$ cat src/rtl/xlr8_i2c_eeprom_resp_if.sv
// I2C pin bundle between an initiator (or board model) and the EEPROM responder.
// SDA is open-drain: sda_oe=1 pulls the line low, sda_in is the resolved pin level.
interface xlr8_i2c_eeprom_resp_if;
  logic scl_in;
  logic sda_in;
  logic sda_oe;
  logic busy;

  modport slave  (input scl_in, input sda_in, output sda_oe, output busy);
  modport master (output scl_in, output sda_in, input sda_oe, input busy);
endinterface

$ cat src/rtl/xlr8_i2c_eeprom_resp.sv
// 24AA128-style I2C EEPROM responder: 2-byte word address, page write, current/random/sequential read.
// Optional write-protect pin enabled by defining XLR8_I2C_EEPROM_WP_EN.
module xlr8_i2c_eeprom_resp #(
  parameter logic [3:0] DEV_ADDR_HI = 4'b1010,
  parameter int         MEM_AW      = 8,
  parameter int         PAGE_AW     = 6
) (
  input  logic                  Clock,
  input  logic                  RESET_N,
  xlr8_i2c_eeprom_resp_if.slave bus,
  input  logic [2:0]            addr_pins
`ifdef XLR8_I2C_EEPROM_WP_EN
  ,
  input  logic                  wp
`endif
);

  localparam int DEPTH = 2 ** MEM_AW;
  localparam logic [MEM_AW-1:0] PAGE_MASK = MEM_AW'((1 << PAGE_AW) - 1);

  typedef enum logic [3:0] {
    IDLE, DEVADDR, ACK_DEV, ADDR_HI, ACK_AH, ADDR_LO, ACK_AL,
    WRITE, ACK_WR, READ, RACK, IGNORE
  } state_e;

  state_e              state_q, state_d;
  logic [3:0]          bit_cnt_q, bit_cnt_d;
  logic [7:0]          shift_q, shift_d;
  logic [7:0]          addr_hi_q, addr_hi_d;
  logic [MEM_AW-1:0]   ptr_q, ptr_d;
  logic                sda_oe_q, sda_oe_d;
  logic                scl_s1_q, scl_s2_q, scl_d1_q;
  logic                sda_s1_q, sda_s2_q, sda_d1_q;
  logic [7:0]          mem_q [DEPTH];
  logic                mem_we;
  logic                wr_en;

  always_ff @(posedge Clock or negedge RESET_N) begin
    if (!RESET_N) begin
      scl_s1_q <= 1'b1;
      scl_s2_q <= 1'b1;
      scl_d1_q <= 1'b1;
      sda_s1_q <= 1'b1;
      sda_s2_q <= 1'b1;
      sda_d1_q <= 1'b1;
    end else begin
      scl_s1_q <= bus.scl_in;
      scl_s2_q <= scl_s1_q;
      scl_d1_q <= scl_s2_q;
      sda_s1_q <= bus.sda_in;
      sda_s2_q <= sda_s1_q;
      sda_d1_q <= sda_s2_q;
    end
  end

`ifdef XLR8_I2C_EEPROM_WP_EN
  logic wp_s1_q, wp_s2_q;

  // Protected until the strap has been sampled after reset.
  always_ff @(posedge Clock or negedge RESET_N) begin
    if (!RESET_N) begin
      wp_s1_q <= 1'b1;
      wp_s2_q <= 1'b1;
    end else begin
      wp_s1_q <= wp;
      wp_s2_q <= wp_s1_q;
    end
  end

  assign wr_en = ~wp_s2_q;
`else
  assign wr_en = 1'b1;
`endif

  logic             scl_rise, scl_fall, start_det, stop_det;
  logic             byte_done, dev_match;
  logic [7:0]       byte_in, rd_byte;
  logic [MEM_AW-1:0] ptr_page_inc;

  assign scl_rise     = scl_s2_q & ~scl_d1_q;
  assign scl_fall     = ~scl_s2_q & scl_d1_q;
  assign start_det    = scl_s2_q & scl_d1_q & sda_d1_q & ~sda_s2_q;
  assign stop_det     = scl_s2_q & scl_d1_q & ~sda_d1_q & sda_s2_q;
  assign byte_in      = {shift_q[6:0], sda_s2_q};
  assign byte_done    = scl_rise && (bit_cnt_q == 4'd7);
  assign dev_match    = (byte_in[7:1] == {DEV_ADDR_HI, addr_pins});
  assign rd_byte      = mem_q[ptr_q];
  assign ptr_page_inc = (ptr_q & ~PAGE_MASK) | ((ptr_q + MEM_AW'(1)) & PAGE_MASK);

  always_comb begin
    state_d   = state_q;
    bit_cnt_d = bit_cnt_q;
    shift_d   = shift_q;
    addr_hi_d = addr_hi_q;
    ptr_d     = ptr_q;
    sda_oe_d  = sda_oe_q;
    mem_we    = 1'b0;
    if (stop_det) begin
      state_d   = IDLE;
      bit_cnt_d = '0;
      sda_oe_d  = 1'b0;
    end else if (start_det) begin
      state_d   = DEVADDR;
      bit_cnt_d = '0;
      sda_oe_d  = 1'b0;
    end else begin
      case (state_q)
        DEVADDR, ADDR_HI, ADDR_LO, WRITE: begin
          if (scl_rise) begin
            shift_d   = byte_in;
            bit_cnt_d = bit_cnt_q + 4'd1;
          end
          if (byte_done) begin
            if (state_q == DEVADDR) begin
              state_d = dev_match ? ACK_DEV : IGNORE;
            end else if (state_q == ADDR_HI) begin
              addr_hi_d = byte_in;
              state_d   = ACK_AH;
            end else if (state_q == ADDR_LO) begin
              ptr_d   = MEM_AW'({addr_hi_q, byte_in});
              state_d = ACK_AL;
            end else begin
              mem_we  = wr_en;
              ptr_d   = ptr_page_inc;
              state_d = ACK_WR;
            end
          end
        end
        // bit_cnt 8 -> drive ACK on the next fall; 9 -> release after the 9th clock.
        ACK_DEV, ACK_AH, ACK_AL, ACK_WR: begin
          if (scl_rise) bit_cnt_d = bit_cnt_q + 4'd1;
          if (scl_fall && bit_cnt_q == 4'd8) begin
            sda_oe_d = 1'b1;
          end else if (scl_fall && bit_cnt_q == 4'd9) begin
            sda_oe_d  = 1'b0;
            bit_cnt_d = '0;
            if (state_q == ACK_DEV && shift_q[0]) begin
              state_d  = READ;
              shift_d  = rd_byte;
              sda_oe_d = ~rd_byte[7];
            end else if (state_q == ACK_DEV) begin
              state_d = ADDR_HI;
            end else if (state_q == ACK_AH) begin
              state_d = ADDR_LO;
            end else begin
              state_d = WRITE;
            end
          end
        end
        READ: begin
          if (scl_rise) bit_cnt_d = bit_cnt_q + 4'd1;
          if (scl_fall) begin
            if (bit_cnt_q == 4'd8) begin
              sda_oe_d = 1'b0;
              ptr_d    = ptr_q + MEM_AW'(1);
              state_d  = RACK;
            end else begin
              sda_oe_d = ~shift_q[3'd7 - bit_cnt_q[2:0]];
            end
          end
        end
        RACK: begin
          if (scl_rise) begin
            shift_d   = {7'd0, sda_s2_q};
            bit_cnt_d = bit_cnt_q + 4'd1;
          end
          if (scl_fall && bit_cnt_q == 4'd9) begin
            bit_cnt_d = '0;
            if (shift_q[0]) begin
              state_d  = IGNORE;
              sda_oe_d = 1'b0;
            end else begin
              state_d  = READ;
              shift_d  = rd_byte;
              sda_oe_d = ~rd_byte[7];
            end
          end
        end
        IDLE, IGNORE: begin
        end
        default: state_d = IDLE;
      endcase
    end
  end

  always_ff @(posedge Clock or negedge RESET_N) begin
    if (!RESET_N) begin
      state_q   <= IDLE;
      bit_cnt_q <= '0;
      shift_q   <= '0;
      addr_hi_q <= '0;
      ptr_q     <= '0;
      sda_oe_q  <= 1'b0;
    end else begin
      state_q   <= state_d;
      bit_cnt_q <= bit_cnt_d;
      shift_q   <= shift_d;
      addr_hi_q <= addr_hi_d;
      ptr_q     <= ptr_d;
      sda_oe_q  <= sda_oe_d;
    end
  end

  // Storage has no reset; contents are undefined until written.
  always_ff @(posedge Clock) begin
    if (mem_we) mem_q[ptr_q] <= byte_in;
  end

  assign bus.sda_oe = sda_oe_q;
  assign bus.busy   = (state_q != IDLE);

endmodule
$ cat src/flat_wrapper.sv
// flat-port wrapper written by rule: the top's interface ports become plain ports
module xlr8_i2c_eeprom_resp_flat 
#(
  parameter logic [3:0] DEV_ADDR_HI = 4'b1010,
  parameter int         MEM_AW      = 8,
  parameter int         PAGE_AW     = 6
)
  (Clock, RESET_N, addr_pins, bus_scl_in, bus_sda_in, bus_sda_oe, bus_busy);
  xlr8_i2c_eeprom_resp_if bus_i ();
  input  logic Clock;
  input  logic RESET_N;
  input  logic [2:0] addr_pins;
  input wire logic [$bits(bus_i.scl_in)-1:0] bus_scl_in;
  input wire logic [$bits(bus_i.sda_in)-1:0] bus_sda_in;
  output wire logic [$bits(bus_i.sda_oe)-1:0] bus_sda_oe;
  output wire logic [$bits(bus_i.busy)-1:0] bus_busy;
  assign bus_i.scl_in = bus_scl_in;
  assign bus_i.sda_in = bus_sda_in;
  assign bus_sda_oe = bus_i.sda_oe;
  assign bus_busy = bus_i.busy;
  xlr8_i2c_eeprom_resp #(.DEV_ADDR_HI(DEV_ADDR_HI), .MEM_AW(MEM_AW), .PAGE_AW(PAGE_AW)) u_core (.Clock(Clock), .RESET_N(RESET_N), .bus(bus_i), .addr_pins(addr_pins));
endmodule
$ cat config.mk
export PLATFORM = sky130hd
export DESIGN_NAME = xlr8_i2c_eeprom_resp_flat
export DESIGN_NICKNAME = d
export VERILOG_FILES = /design/src/rtl/xlr8_i2c_eeprom_resp_if.sv /design/src/rtl/xlr8_i2c_eeprom_resp.sv /design/src/flat_wrapper.sv
export SDC_FILE = /design/constraint.sdc
export NUM_CORES = 2
export LEC_CHECK = 0
export CAP_MARGIN = 5
export CORE_MARGIN = 5
export CORE_UTILIZATION = 57
export DETAILED_ROUTE_END_ITERATION = 7
export GPL_TIMING_DRIVEN = 0
export PLACE_DENSITY = 0.87
export SYNTH_ARGS = -nofsm -noshare
export SYNTH_HDL_FRONTEND = slang
export SYNTH_SLANG_ARGS = --single-unit
$ cat constraint.sdc
create_clock -name Clock -period 4.3 [get_ports Clock]
set_input_delay 0.43 -clock Clock [delete_from_list [all_inputs] [get_ports Clock]]
set_output_delay 0.43 -clock Clock [all_outputs]
set_load 0.005 [all_outputs]
# Yosys cells after proc, flatten, opt, wreduce, memory -nomap -nowiden
# Memories as Yosys holds them, arrays and structs flattened.
# Index checks and enable logic that the tools add are counted.
[classes]
n_eq_ne = 32
add_sub_neg = 3
n_reduce_logical = 18
n_bitwise = 16
mux = 59
magnitude_cmp = 1
[ops]
columns = ["cell", "n"]
rows = [
  ["2-to-1 mux 8 bit", 13],
  ["2-to-1 mux 4 bit", 19],
  ["equality test 4 bit (second input constant)", 6],
  ["one-hot mux 8 bit (3 select lines)", 1],
  ["equality test 4 x 3 -> 1 bit (second input constant)", 5],
  ["!= test 4 x 1 -> 1 bit (second input constant)", 5],
  ["one-hot mux 4 bit (5 select lines)", 1],
  ["2-to-1 mux 1 bit", 19],
  ["one-hot mux 8 bit (2 select lines)", 1],
  ["AND reduction 7 bit", 2],
  ["!= test 2 x 1 -> 1 bit (second input constant)", 6],
  ["one-hot mux 4 bit (3 select lines)", 1],
  ["nonzero test 5 bit", 2],
  ["adder 8 x 1 -> 8 bit (second input constant)", 1],
  ["equality test 4 x 2 -> 1 bit (second input constant)", 2],
  ["NOT 1 bit", 8],
  ["OR 8 x 6 -> 8 bit", 1],
  ["AND reduction 8 bit", 1],
  ["OR reduction 4 bit", 2],
  ["AND 1 bit", 7],
  ["equality test 7 bit", 1],
  ["!= test 2 bit (second input constant)", 3],
  ["!= test 5 x 1 -> 1 bit (second input constant)", 1],
  ["OR reduction 5 bit", 1],
  ["16 further kinds", 20],
]
[word_totals]
regBits = 31
ramBits = 2048
elab_cells = 141
in_bits = 7
memories = 1
[memory_table]
columns = ["memory", "words", "width", "read_ports", "rd_ports_with_merged_regs", "wr", "line_no", "source"]
rows = [
  ["u_core.mem_q", 256, 8, 1, 0, 1, "xlr8_i2c_eeprom_resp.sv:34", "logic [7:0] mem_q [DEPTH];"],
]

# Logic depth before layout (Yosys ltp)
[depth]
ltp_word = 10
ltp_mapped = 13
depth_no_buf = 10

# Worst setup path before layout
# Ideal clock, no wire load.
[synth_path]
kind = "register to register"
start = "reg u_core.shift_q[0]"
end = "reg u_core.shift_q[1]"
setup_slack_ps = -495
arrival_ps = 4662
required_time_ps = 4167
setup_ps = 133
path_stages_with_launch = 8
path_buffers = 0
synth_period_minus_slack_ps = 4795
cell_sequence = "dfrtp_1 nand4b_1 nor3_1 o221a_2 nand2_1 a221o_1 a21oi_1 nor2_1"
[synth_via]
elab_chain_cells = 3
elab_cells_between_ends = 7
[synth_rtl]
columns = ["element", "line_no", "source"]
rows = [
  ["start: declaration", "xlr8_i2c_eeprom_resp.sv:28", "logic [7:0] shift_q, shift_d;"],
  ["start signal: assignment", "xlr8_i2c_eeprom_resp.sv:197", "shift_q <= shift_d;"],
  ["2-to-1 mux 8 bit / logical AND 1 bit (equally long branches)", "xlr8_i2c_eeprom_resp.sv:169, xlr8_i2c_eeprom_resp.sv:137", ""],
  ["2-to-1 mux 8 bit / != test 2 x 1 -> 1 bit (equally long branches)", "n/a", ""],
  ["one-hot mux 8 bit (3 select lines) / AND reduction 7 bit (equally long branches)", "n/a", ""],
]
# Parallel ways exist; a longest one is shown, timed or not. The select of a mux whose other input is x is not followed.
# A chain may end at the register's enable or synchronous reset.

# Final worst setup path
[layout_path]
start = "reg u_core.ptr_q[2]"
end = "reg u_core.shift_q[1]"
[layout_via]
elab_chain_cells = 5
elab_cells_between_ends = 7
[layout_rtl]
columns = ["element", "line_no", "source"]
rows = [
  ["start: declaration", "xlr8_i2c_eeprom_resp.sv:30", "logic [MEM_AW-1:0] ptr_q, ptr_d;"],
  ["start signal: assignment", "xlr8_i2c_eeprom_resp.sv:199", "ptr_q <= ptr_d;"],
  ["memory read (256 x 8 bit) *", "n/a", ""],
  ["2-to-1 mux 8 bit", "xlr8_i2c_eeprom_resp.sv:137", "if (state_q == ACK_DEV && shift_q[0]) begin"],
  ["2-to-1 mux 8 bit", "xlr8_i2c_eeprom_resp.sv:134", "end else if (scl_fall && bit_cnt_q == 4'd9) begin"],
  ["2-to-1 mux 8 bit", "xlr8_i2c_eeprom_resp.sv:132", "if (scl_fall && bit_cnt_q == 4'd8) begin"],
  ["one-hot mux 8 bit (3 select lines) *", "xlr8_i2c_eeprom_resp.sv:107", "case (state_q)"],
]
# Mark *: on every way between the ends. The rest lies on a longest branch, timed or not. The select of a mux whose other input is x is not followed.

==> metrics.txt <==
outcome finished with violations; failing checks DRC, capacitance limit, slew limit, setup timing; Final Slew Violations 53; Flop pwr share 0.378; fin crit period 4.85 ns; Primary FF master, synth edfxtp_1; gr usage total 0.395; cell area after synthesis 81000 sq um; DIE HEIGHT 387 um; IO Port Bufs 8; vias per inst 7.97; internal power 40.6 mW; Root Driver clkbuf_16; initial antenna violation count 27; leading cell type in the layout, fill and taps excluded edfxtp_1; FF+latch count, synth 2079; Worst Path Max Fanout 10; total wire length 298 mm; gr ovfl total 0; RSZ-0062 raised after global routing true; sequential share of the synthesized area 0.769; Clock power frac 0.262; placed cell count 5638; largest net degree at the start of global routing 105; DRC 27; Design Power 65.5 mW; LEAKAGE 28.5 nW; Pre-Repair DR Iteration Count 8; Routed Antenna Nets 0; skew final 0.0434 ns; final setup margin -0.550 ns; clk buf depth 3; endpoint class of the critical path register; worst hold path type input port to asynchronous set/reset pin; Avg WL per Cell 49.3 um; wire length of the first global-routing pass 395 mm; Synth Warn # 0; detailed router's first-iteration violation count 11086; CTS tree done; fmax 0.206 GHz; VDD IR max 0.590 mV; syn nets 3723; Final Hold Viols 0; Setup-failing EPs final 1071; Syn Area/Cell 21.8 sq um; CP arrival 5.64 ns; NumNets Final 3988; fillers 8328; Worst-Skew Late Latency 0.88 ns; H-tree level count 4; Tcrit/Tclk final 1.13; combinational share of power 0.360; share of layout cells above drive strength 1 0.331; setup TNS -140.20 ns; io pins 9; DIE WIDTH 387 um; max_slew headroom -0.146; DIE AREA 150000 sq um; Initial Util 0.573; clk slew on worst S/H paths 0.07 ns; startpoint class of the critical path register; Synth Instances 3709; asr flop ratio synth 0.0149; GPL Wtd Cong 1.02; post-synth cell types 63; switching power 24.9 mW; commonest non-fill, non-tap cells in the layout edfxtp_1 (2048), mux4_2 (595), clkbuf_16 (198), nor2_4 (130), nor2_1 (103); TritonCTS Buffers 195; FP Rows 138; HPWL Detailed 178 mm; pwr dens 706 nW/um^2; Core Area 141000 sq um; worst path required time 5.09 ns; vias in the first global route 45788; Net Sw Frac 0.380; Synth-to-Final Area Change 14.4%; max-cap violation count 5; WS Path Type register to register; clock sinks 2079; Post-synth EDFFs 2048; Worst-Margin Slew 1.72 ns; Post-Layout Cell Count 6043; vias 48158
==> layer usage <==
layer	global-route usage	wire [um]	vias to the layer above	part of all wire
met4	0.309	32200	18	0.11
met3	0.222	56200	1753	0.19
met5	0.0175	566	-	0.0019
met1	0.460	84300	23873	0.28
li1	-	-	16173	-
met2	0.539	125000	6341	0.42
==> power by group through the flow <==
stage / combinational, mW / clock [mW] / sequential [mW]
after global routing: 22.6 / 17.9 / 24.8
after CTS: 21.3 / 16.9 / 24.7
after detailed placement: 20.5 / 0 / 25.1
final: 23.5 / 17.2 / 24.8
after global placement: 18.4 / 0 / 26.6
after floorplan: 9.59 / 0 / 25.6
==> path summary, 6_finish.rpt <==
path	slack (ns)	from	endpoint	cells after the start
worst max register to register	-0.55	u_core.ptr_q[2]$_DFFE_PN0P_	u_core.shift_q[1]$_DFFE_PN0P_	10
max in group asynchronous	3.50	RESET_N	u_core.shift_q[1]$_DFFE_PN0P_	2
worst max-delay path	-0.55	u_core.ptr_q[2]$_DFFE_PN0P_	u_core.shift_q[1]$_DFFE_PN0P_	10
min in group Clock	0.36	u_core.sda_s1_q$_DFF_PN1_	u_core.sda_s2_q$_DFF_PN1_	0
worst min register to register	0.36	u_core.sda_s1_q$_DFF_PN1_	u_core.sda_s2_q$_DFF_PN1_	0
worst min-delay path	0.19	RESET_N	u_core.shift_q[0]$_DFFE_PN0P_	2
==> sequential cells by signal (all words and copies together) (netlist names) <==
register / flops
u_core.bit_cnt_q: 4
u_core.bus.sda_oe: 1
u_core.mem_q: 2048
u_core.ptr_q: 8
u_core.scl_d1_q: 1
u_core.scl_s1_q: 1
u_core.scl_s2_q: 1
u_core.sda_d1_q: 1
u_core.sda_s1_q: 1
u_core.sda_s2_q: 1
u_core.shift_q: 8
u_core.state_q: 4
==> cell type report <==
class,instances,area (sq um),area share
Tap cell,1890,2360,0.0255
Antenna cell,20,50.0,0.000540
Sequential cell,2079,62300,0.672
Multi-Input combinational cell,1396,19000,0.205
Clock buffer,236,5100,0.0550
Clock inverter,120,1070,0.0115
Inverter,13,55.1,0.000594
Buffer,215,1620,0.0175
Timing Repair Buffer,74,1100,0.0119
==> cell usage after synthesis, types with 25 or more instances <==
cell	instances	area, sq um
buf_2	53	265
clkbuf_1	120	450
nand2_1	103	387
o21ai_0	34	170
a22oi_1	51	383
nor2_1	300	1130
a21oi_1	57	285
edfxtp_1	2048	61500
dfrtp_1	25	626
mux4_2	595	13400
buf_4	26	195
nand3_1	25	125
==> logic make-up after synthesis <==
kind of cell,share of synthesized area
buf+inv,0.0131
flops,0.769
fa+ha+maj,0.00108
mux,0.169
simple gates,0.0265
compound gates,0.0211
xor+xnor,0.000433
==> through the flow <==
stage,cell area (sq um),hold WS [ns],utilization,setup WS (ns)
6_report,92700,0.192,0.655,-0.550
5_1_grt,92600,0.282,0.655,-0.0497
4_1_cts,91800,0.198,0.649,-0.104
3_5_place_dp,84200,0.350,0.596,-2.55
3_3_place_gp,83500,0.353,0.590,-2.86
2_1_floorplan,81000,0.134,-,0.715
==> repair_timing <==
action / in CTS / in global routing
hold endpoints to repair: 27 / 0
buffers inserted: 28 / 3
setup endpoints to repair: 2057 / 1468
hold buffers: 3 / 0
cloned: 0 / 0
pin swaps: 14 / 2
resized for setup: 424 / 231
==> critical path: stages, from the launching register on <==
cell and delay [ns]:
dfrtp_1 0.48, buf_2 0.44, buf_2 0.45, clkbuf_2 0.68, clkbuf_8 0.51, mux2i_2 0.21, o21ai_0 0.60, nor3_2 0.18
a22oi_1 0.75, a21oi_1 0.26, nor2_1 0.18
Power figures use the tool's default switching activity.
